File: src/rtl/niosii_system_data_unpack_adapter.sv
// Avalon-ST 32-bit to 8-bit unpacker, big-endian symbol order; first symbol one clk after beat capture.
// Output is a registered stage that freezes under out_ready=0; in_ready only rises when the held beat's last symbol loads.
module niosii_system_data_unpack_adapter (
    input  logic        clk,
    input  logic        reset_n,
    output logic        in_ready,
    input  logic        in_valid,
    input  logic [31:0] in_data,
    input  logic        in_startofpacket,
    input  logic        in_endofpacket,
    input  logic [1:0]  in_empty,
    input  logic        out_ready,
    output logic        out_valid,
    output logic [7:0]  out_data,
    output logic        out_startofpacket,
    output logic        out_endofpacket
);

    typedef enum logic {
        EMPTY = 1'b0,
        EMIT  = 1'b1
    } state_t;

    state_t      state_q, state_d;
    logic [31:0] hold_data_q, hold_data_d;
    logic        hold_sop_q, hold_sop_d;
    logic        hold_eop_q, hold_eop_d;
    logic [1:0]  hold_last_q, hold_last_d;
    logic [1:0]  idx_q, idx_d;
    logic        out_valid_q, out_valid_d;
    logic [7:0]  out_data_q, out_data_d;
    logic        out_sop_q, out_sop_d;
    logic        out_eop_q, out_eop_d;

    logic        ld;
    logic        at_last;
    logic        hold_valid;
    logic        in_xfer;
    logic [7:0]  sym;

    always_comb begin
        ld         = out_ready | ~out_valid_q;
        hold_valid = (state_q == EMIT);
        at_last    = (idx_q == hold_last_q);
        in_ready   = ~hold_valid | (ld & at_last);
        in_xfer    = in_valid & in_ready;

        unique case (idx_q)
            2'd0:    sym = hold_data_q[31:24];
            2'd1:    sym = hold_data_q[23:16];
            2'd2:    sym = hold_data_q[15:8];
            default: sym = hold_data_q[7:0];
        endcase

        state_d     = state_q;
        hold_data_d = hold_data_q;
        hold_sop_d  = hold_sop_q;
        hold_eop_d  = hold_eop_q;
        hold_last_d = hold_last_q;
        idx_d       = idx_q;
        out_valid_d = out_valid_q;
        out_data_d  = out_data_q;
        out_sop_d   = out_sop_q;
        out_eop_d   = out_eop_q;

        // Framing bits are gated by hold_valid so they never appear on a bubble.
        if (ld) begin
            out_valid_d = hold_valid;
            out_data_d  = sym;
            out_sop_d   = hold_valid & hold_sop_q & (idx_q == 2'd0);
            out_eop_d   = hold_valid & hold_eop_q & at_last;
        end

        if (in_xfer) begin
            state_d     = EMIT;
            hold_data_d = in_data;
            hold_sop_d  = in_startofpacket;
            hold_eop_d  = in_endofpacket;
            hold_last_d = in_endofpacket ? (2'd3 - in_empty) : 2'd3;
            idx_d       = 2'd0;
        end else if (hold_valid && ld) begin
            if (at_last) begin
                state_d = EMPTY;
                idx_d   = 2'd0;
            end else begin
                idx_d = idx_q + 2'd1;
            end
        end
    end

    always_ff @(posedge clk) begin
        if (!reset_n) begin
            state_q     <= EMPTY;
            hold_data_q <= '0;
            hold_sop_q  <= 1'b0;
            hold_eop_q  <= 1'b0;
            hold_last_q <= 2'd3;
            idx_q       <= 2'd0;
            out_valid_q <= 1'b0;
            out_data_q  <= '0;
            out_sop_q   <= 1'b0;
            out_eop_q   <= 1'b0;
        end else begin
            state_q     <= state_d;
            hold_data_q <= hold_data_d;
            hold_sop_q  <= hold_sop_d;
            hold_eop_q  <= hold_eop_d;
            hold_last_q <= hold_last_d;
            idx_q       <= idx_d;
            out_valid_q <= out_valid_d;
            out_data_q  <= out_data_d;
            out_sop_q   <= out_sop_d;
            out_eop_q   <= out_eop_d;
        end
    end

    assign out_valid         = out_valid_q;
    assign out_data          = out_data_q;
    assign out_startofpacket = out_sop_q;
    assign out_endofpacket   = out_eop_q;

endmodule
File: config.mk
export PLATFORM = sky130hd
export DESIGN_NAME = niosii_system_data_unpack_adapter
export DESIGN_NICKNAME = d
export VERILOG_FILES = /design/src/rtl/niosii_system_data_unpack_adapter.sv
export SDC_FILE = /design/constraint.sdc
export NUM_CORES = 1
export LEC_CHECK = 0
export ABC_AREA = 1
export BUFFER_PORTS_ARGS = -buffer_cell sky130_fd_sc_hd__buf_2
export CAP_MARGIN = 20
export CORE_MARGIN = 2
export CORE_UTILIZATION = 45
export CTS_BUF_LIST = sky130_fd_sc_hd__clkbuf_4 sky130_fd_sc_hd__clkbuf_8 sky130_fd_sc_hd__clkbuf_16
export DETAILED_ROUTE_END_ITERATION = 10
export PLACE_DENSITY_LB_ADDON = 0.05
export SLEW_MARGIN = 0
export SYNTH_ARGS = -nofsm -noshare
export SYNTH_HDL_FRONTEND = slang
export SYNTH_SLANG_ARGS = --single-unit
File: constraint.sdc
create_clock -name clk -period 3.55 [get_ports clk]
set_clock_uncertainty 0.2 [all_clocks]
set_input_delay 0.1775 -clock clk [delete_from_list [all_inputs] [get_ports clk]]
set_output_delay 0.1775 -clock clk [all_outputs]
set_load 0.02 [all_outputs]
# ---- Yosys cells after proc, flatten, opt, wreduce, memory -nomap -nowiden
# Cells that the tools add are included.
dict set report op_classes {
  bitwise_logic 11
  add_sub_neg 2
  n_eq_ne 3
  n_reduce_logical 6
  n_mux 6
}
# operator count
set op_table {}
lappend op_table {{case mux 8 bit (3 select lines)} 1}
lappend op_table {{bitwise AND 1 bit} 6}
lappend op_table {{2-to-1 mux 2 bit} 2}
lappend op_table {{nonzero test 2 bit} 2}
lappend op_table {{2-to-1 mux 1 bit} 3}
lappend op_table {{inverter 1 bit} 3}
lappend op_table {{adder 2 x 1 -> 2 bit, second input constant} 1}
lappend op_table {{== test 2 x 1 -> 1 bit, second input constant} 1}
lappend op_table {{== test 2 bit} 1}
lappend op_table {{== test 2 bit, second input constant} 1}
lappend op_table {{zero test 2 bit} 1}
lappend op_table {{OR 1 bit} 2}
lappend op_table {{AND reduction 2 bit} 1}
lappend op_table {{OR reduction 2 bit} 1}
lappend op_table {{subtractor 2 bit, first input constant} 1}
lappend op_table {{logical AND 1 bit} 1}
dict set report word_totals {
  regBits 50
  in_bits 40
  out_inout_bits 12
  elab_cells 38
}

# ---- Logic depth before layout (Yosys ltp)
dict set report logic_depth {
  word_depth 7
  depth_mapped 9
  mapped_depth_nobuf 8
}

# ---- Worst setup path after synthesis
# Ideal clock, no wire load.
dict set report synth_timing {
  path_type {reg2reg}
  from {register out_valid_q, in the netlist out_valid}
  to {register hold_data_q[26]}
  required_ns 3.235
  period_less_slack_ns 1.482
  path_buffers 1
  arrival_ns 1.167
  path_slack_ns 2.068
  path_stages_with_launch 9
  setup_ns 0.115
  path_cell_list {dfxtp_1 -> inv_2 -> nor2_4 -> inv_2 -> nand3_2 -> nand2_4 -> buf_6 -> a21oi_1 -> nor2_1}
}
dict set report synth_via {
  elab_chain_cells 5
}
# element line_no
set synth_rtl {}
lappend synth_rtl {{from (decl)} 30} ;# logic out_valid_q, out_valid_d;
lappend synth_rtl {{from (signal assigned)} 110} ;# out_valid_q <= out_valid_d;
lappend synth_rtl {{inverter 1 bit} 42} ;# ld = out_ready | ~out_valid_q;
lappend synth_rtl {{OR 1 bit} 42}
lappend synth_rtl {{bitwise AND 1 bit} 45} ;# in_ready = ~hold_valid | (ld & at_last);
lappend synth_rtl {{OR 1 bit} 45}
lappend synth_rtl {{named net in_ready} 6} ;# output logic in_ready,
lappend synth_rtl {{bitwise AND 1 bit} 46} ;# in_xfer = in_valid & in_ready;
lappend synth_rtl {{to (signal assigned)} 105} ;# hold_data_q <= hold_data_d;
lappend synth_rtl {{to (decl)} 25} ;# logic [31:0] hold_data_q, hold_data_d;
# The timed path passes the listed nets, and every way through them passes these cells.
# A chain may end at the register's enable or synchronous reset.

# ---- Final worst setup path
dict set report layout_timing {
  from {input out_ready}
  to {output in_ready}
}
dict set report layout_via {
  elab_chain_cells 3
}
# element line_no
set layout_rtl {}
lappend layout_rtl {{from (decl)} 12} ;# input logic out_ready,
lappend layout_rtl {{OR 1 bit} 42}
lappend layout_rtl {{bitwise AND 1 bit} 45}
lappend layout_rtl {{OR 1 bit} 45}
lappend layout_rtl {{to (decl)} 6}
# Every way passes these cells.

==> results.ini <==
[final_layout]
fin_util_pct=58.6
stdcell_count=493
design_area_mm2=0.00301
nets=467
layout-drive-gt1-share_pct=15.6
antennaDiodeCount=0
layout_commonest_cell=nand2_1
layout_common_cells=81 x nand2_1, 53 x a21oi_1, 51 x buf_2
area_delta_synth_final_pct=25.0

[routing]
first_pass_iters=4
wl_per_cell_um=11.7
drt_iter0_drc=165
drc_errors=0
drt-total-wl_um=5780
via_per_inst=4.79
ant_nets=0
vias=2361

[die]
ios=52
die_area_mm2=0.00595
coreArea_mm2=0.00514
fp.dieH_um=77.2
start_util_pct=46.9
die_x_um=77.2
rows=26

[global_routing]
grt_pass1_vias=2122
grt_usage_pct=20.4
grt_max_degree=73
grt_pass1_wl_um=9750
antenna_found_initial=0
grt_overflow_total=0

[setup_path]
endpoint_kind=primary output
cp_data_arrival_time_ns=2.10
ff2ff_setup_slack_ns=1.48
crit_required_ns=3.17
critPathKind=input port to primary output
cp_max_fo=72
start_kind=input port

[timing]
setup_viol=0
period_share_pct=69.7
min_period_ns=2.47
hold_viol=0
finalSetupTns_ns=0
rsz0062_at_grt=false
timing.slew.headroom_pct=41.0
maxSlewViolCount=0
worst_pin_slew_ns=0.885
max_freq_mhz=404

[synthesis]
synth-seq-cells=50
synth_area_per_cell_um2=6.75
synth_area_leaders=dfxtp_1 42%, nand2_1 13%, a21oi_1 11%
synth.distinct_cells=17
ys_seq_area_share_pct=41.6
synth_top_area_share_pct=41.6
syn_nets=401
ys_warn_count=0
synth_area_mm2=0.00241
synth_area_leader_cell=dfxtp_1
synthCells=357

[cts]
htreeDepth=2
clkTransAtPathRegs_ns=0.08
clockRootBuffer=clkbuf_8
cts_resized=0
clk_latency_ns=0.30
cts_buffer_depth=2
postCtsSetupRepairBufs=0
numCtsBuffers=5
cts_tree=done
cts.sinks=50

[placed_design]
dp_hpwl_um=3680
gp_congestion=0.757
port_buffers=51
numPlacedInstances=454
placed_cell_area_mm2=0.00261

[power_and_ir_drop]
vdd_drop_max_v=0.000201
p_per_area_mw_per_mm2=395
power_leakage_nw=1.50

[job]
maxCapViolations=0

[outcome]
outcome=complete, no violations

[worst_hold_path]
hold_path.class=input port to flop

[Yosys cell counts, drive strengths merged]
cell type / count
nor2: 37
nand3: 50
nand4: 2
ha: 4
o21ai: 10
nand2: 82
clkbuf: 13
dfxtp: 50
a21oi: 53
inv: 44
buf: 12
[cell type report]
| cell class | count | area [um2] |
|---|---|---|
| sequential | 50 | 1000 |
| clock buffer | 5 | 68.8 |
| inverter | 44 | 165 |
| multi-input combinational | 238 | 1090 |
| tap | 70 | 87.6 |
| timing repair buffer | 84 | 583 |
| fill | 567 | 2130 |
| clock inverter | 2 | 10.0 |
[cells by family after synthesis]
group / synth area share, %
simple gates: 30.3
buf+inv: 13.0
compound gates: 13.1
fa+ha+maj: 2.08
flops: 41.6
[metal layers]
metal | GRT usage [%] | vias to the layer above | routed length [um]
met5 | 0 | - | 0
met4 | 5.36 | 0 | 67
met3 | 4.47 | 6 | 213
met2 | 33.5 | 49 | 2670
met1 | 27.1 | 1052 | 2840
li1 | - | 1254 | -
[sequential cells by signal (all words and copies together) (netlist names)]
name and count:
out_data 8, hold_last_q 2, hold_sop_q 1, hold_eop_q 1
out_endofpacket 1, out_valid 1, idx_q 2, out_startofpacket 1
hold_data_q 32, hold_valid 1
[critical path: stages]
cell and delay (ns):
dlygate4sd3_1 0.54, buf_2 0.14, nor2_4 0.25, inv_2 0.15
nand3_2 0.12, nand2_4 0.37, buf_2 0.33
[where the power goes]
part           switching [W]  internal [W]  leakage (nW)  total, W
Clock               0.000180      0.000133        0.0438  0.000313
Sequential         0.0000293      0.000608         0.413  0.000638
Combinational       0.000137      0.000103          1.05  0.000240
Total               0.000347      0.000844          1.50   0.00119
[repair_timing]
item | 4_1_cts | 5_1_grt
hold buffers | 32 | 0
hold endpoints to repair | 32 | 0
setup endpoints to repair | 0 | 0
[metrics by stage]
stage	hold slack (ns)	total power [W]	setup slack [ns]
2_1_floorplan	0.131	0.000812	2.07
3_3_place_gp	0.255	0.000863	1.52
3_5_place_dp	0.250	0.000864	1.50
4_1_cts	0.000532	0.00120	1.10
5_1_grt	0.0202	0.00126	0.929
6_report	0.00224	0.00119	1.08
[path summary, 6_finish.rpt]
check                    startpoint           endpoint  cells past startpoint
setup / recovery          out_ready           in_ready                      7
setup reg to reg          out_valid           idx_q[0]                      8
hold reg to reg   out_startofpacket  out_startofpacket                      2
hold / removal          in_data[26]    hold_data_q[26]                      5
No activity file was read; power rests on OpenSTA's default activity.
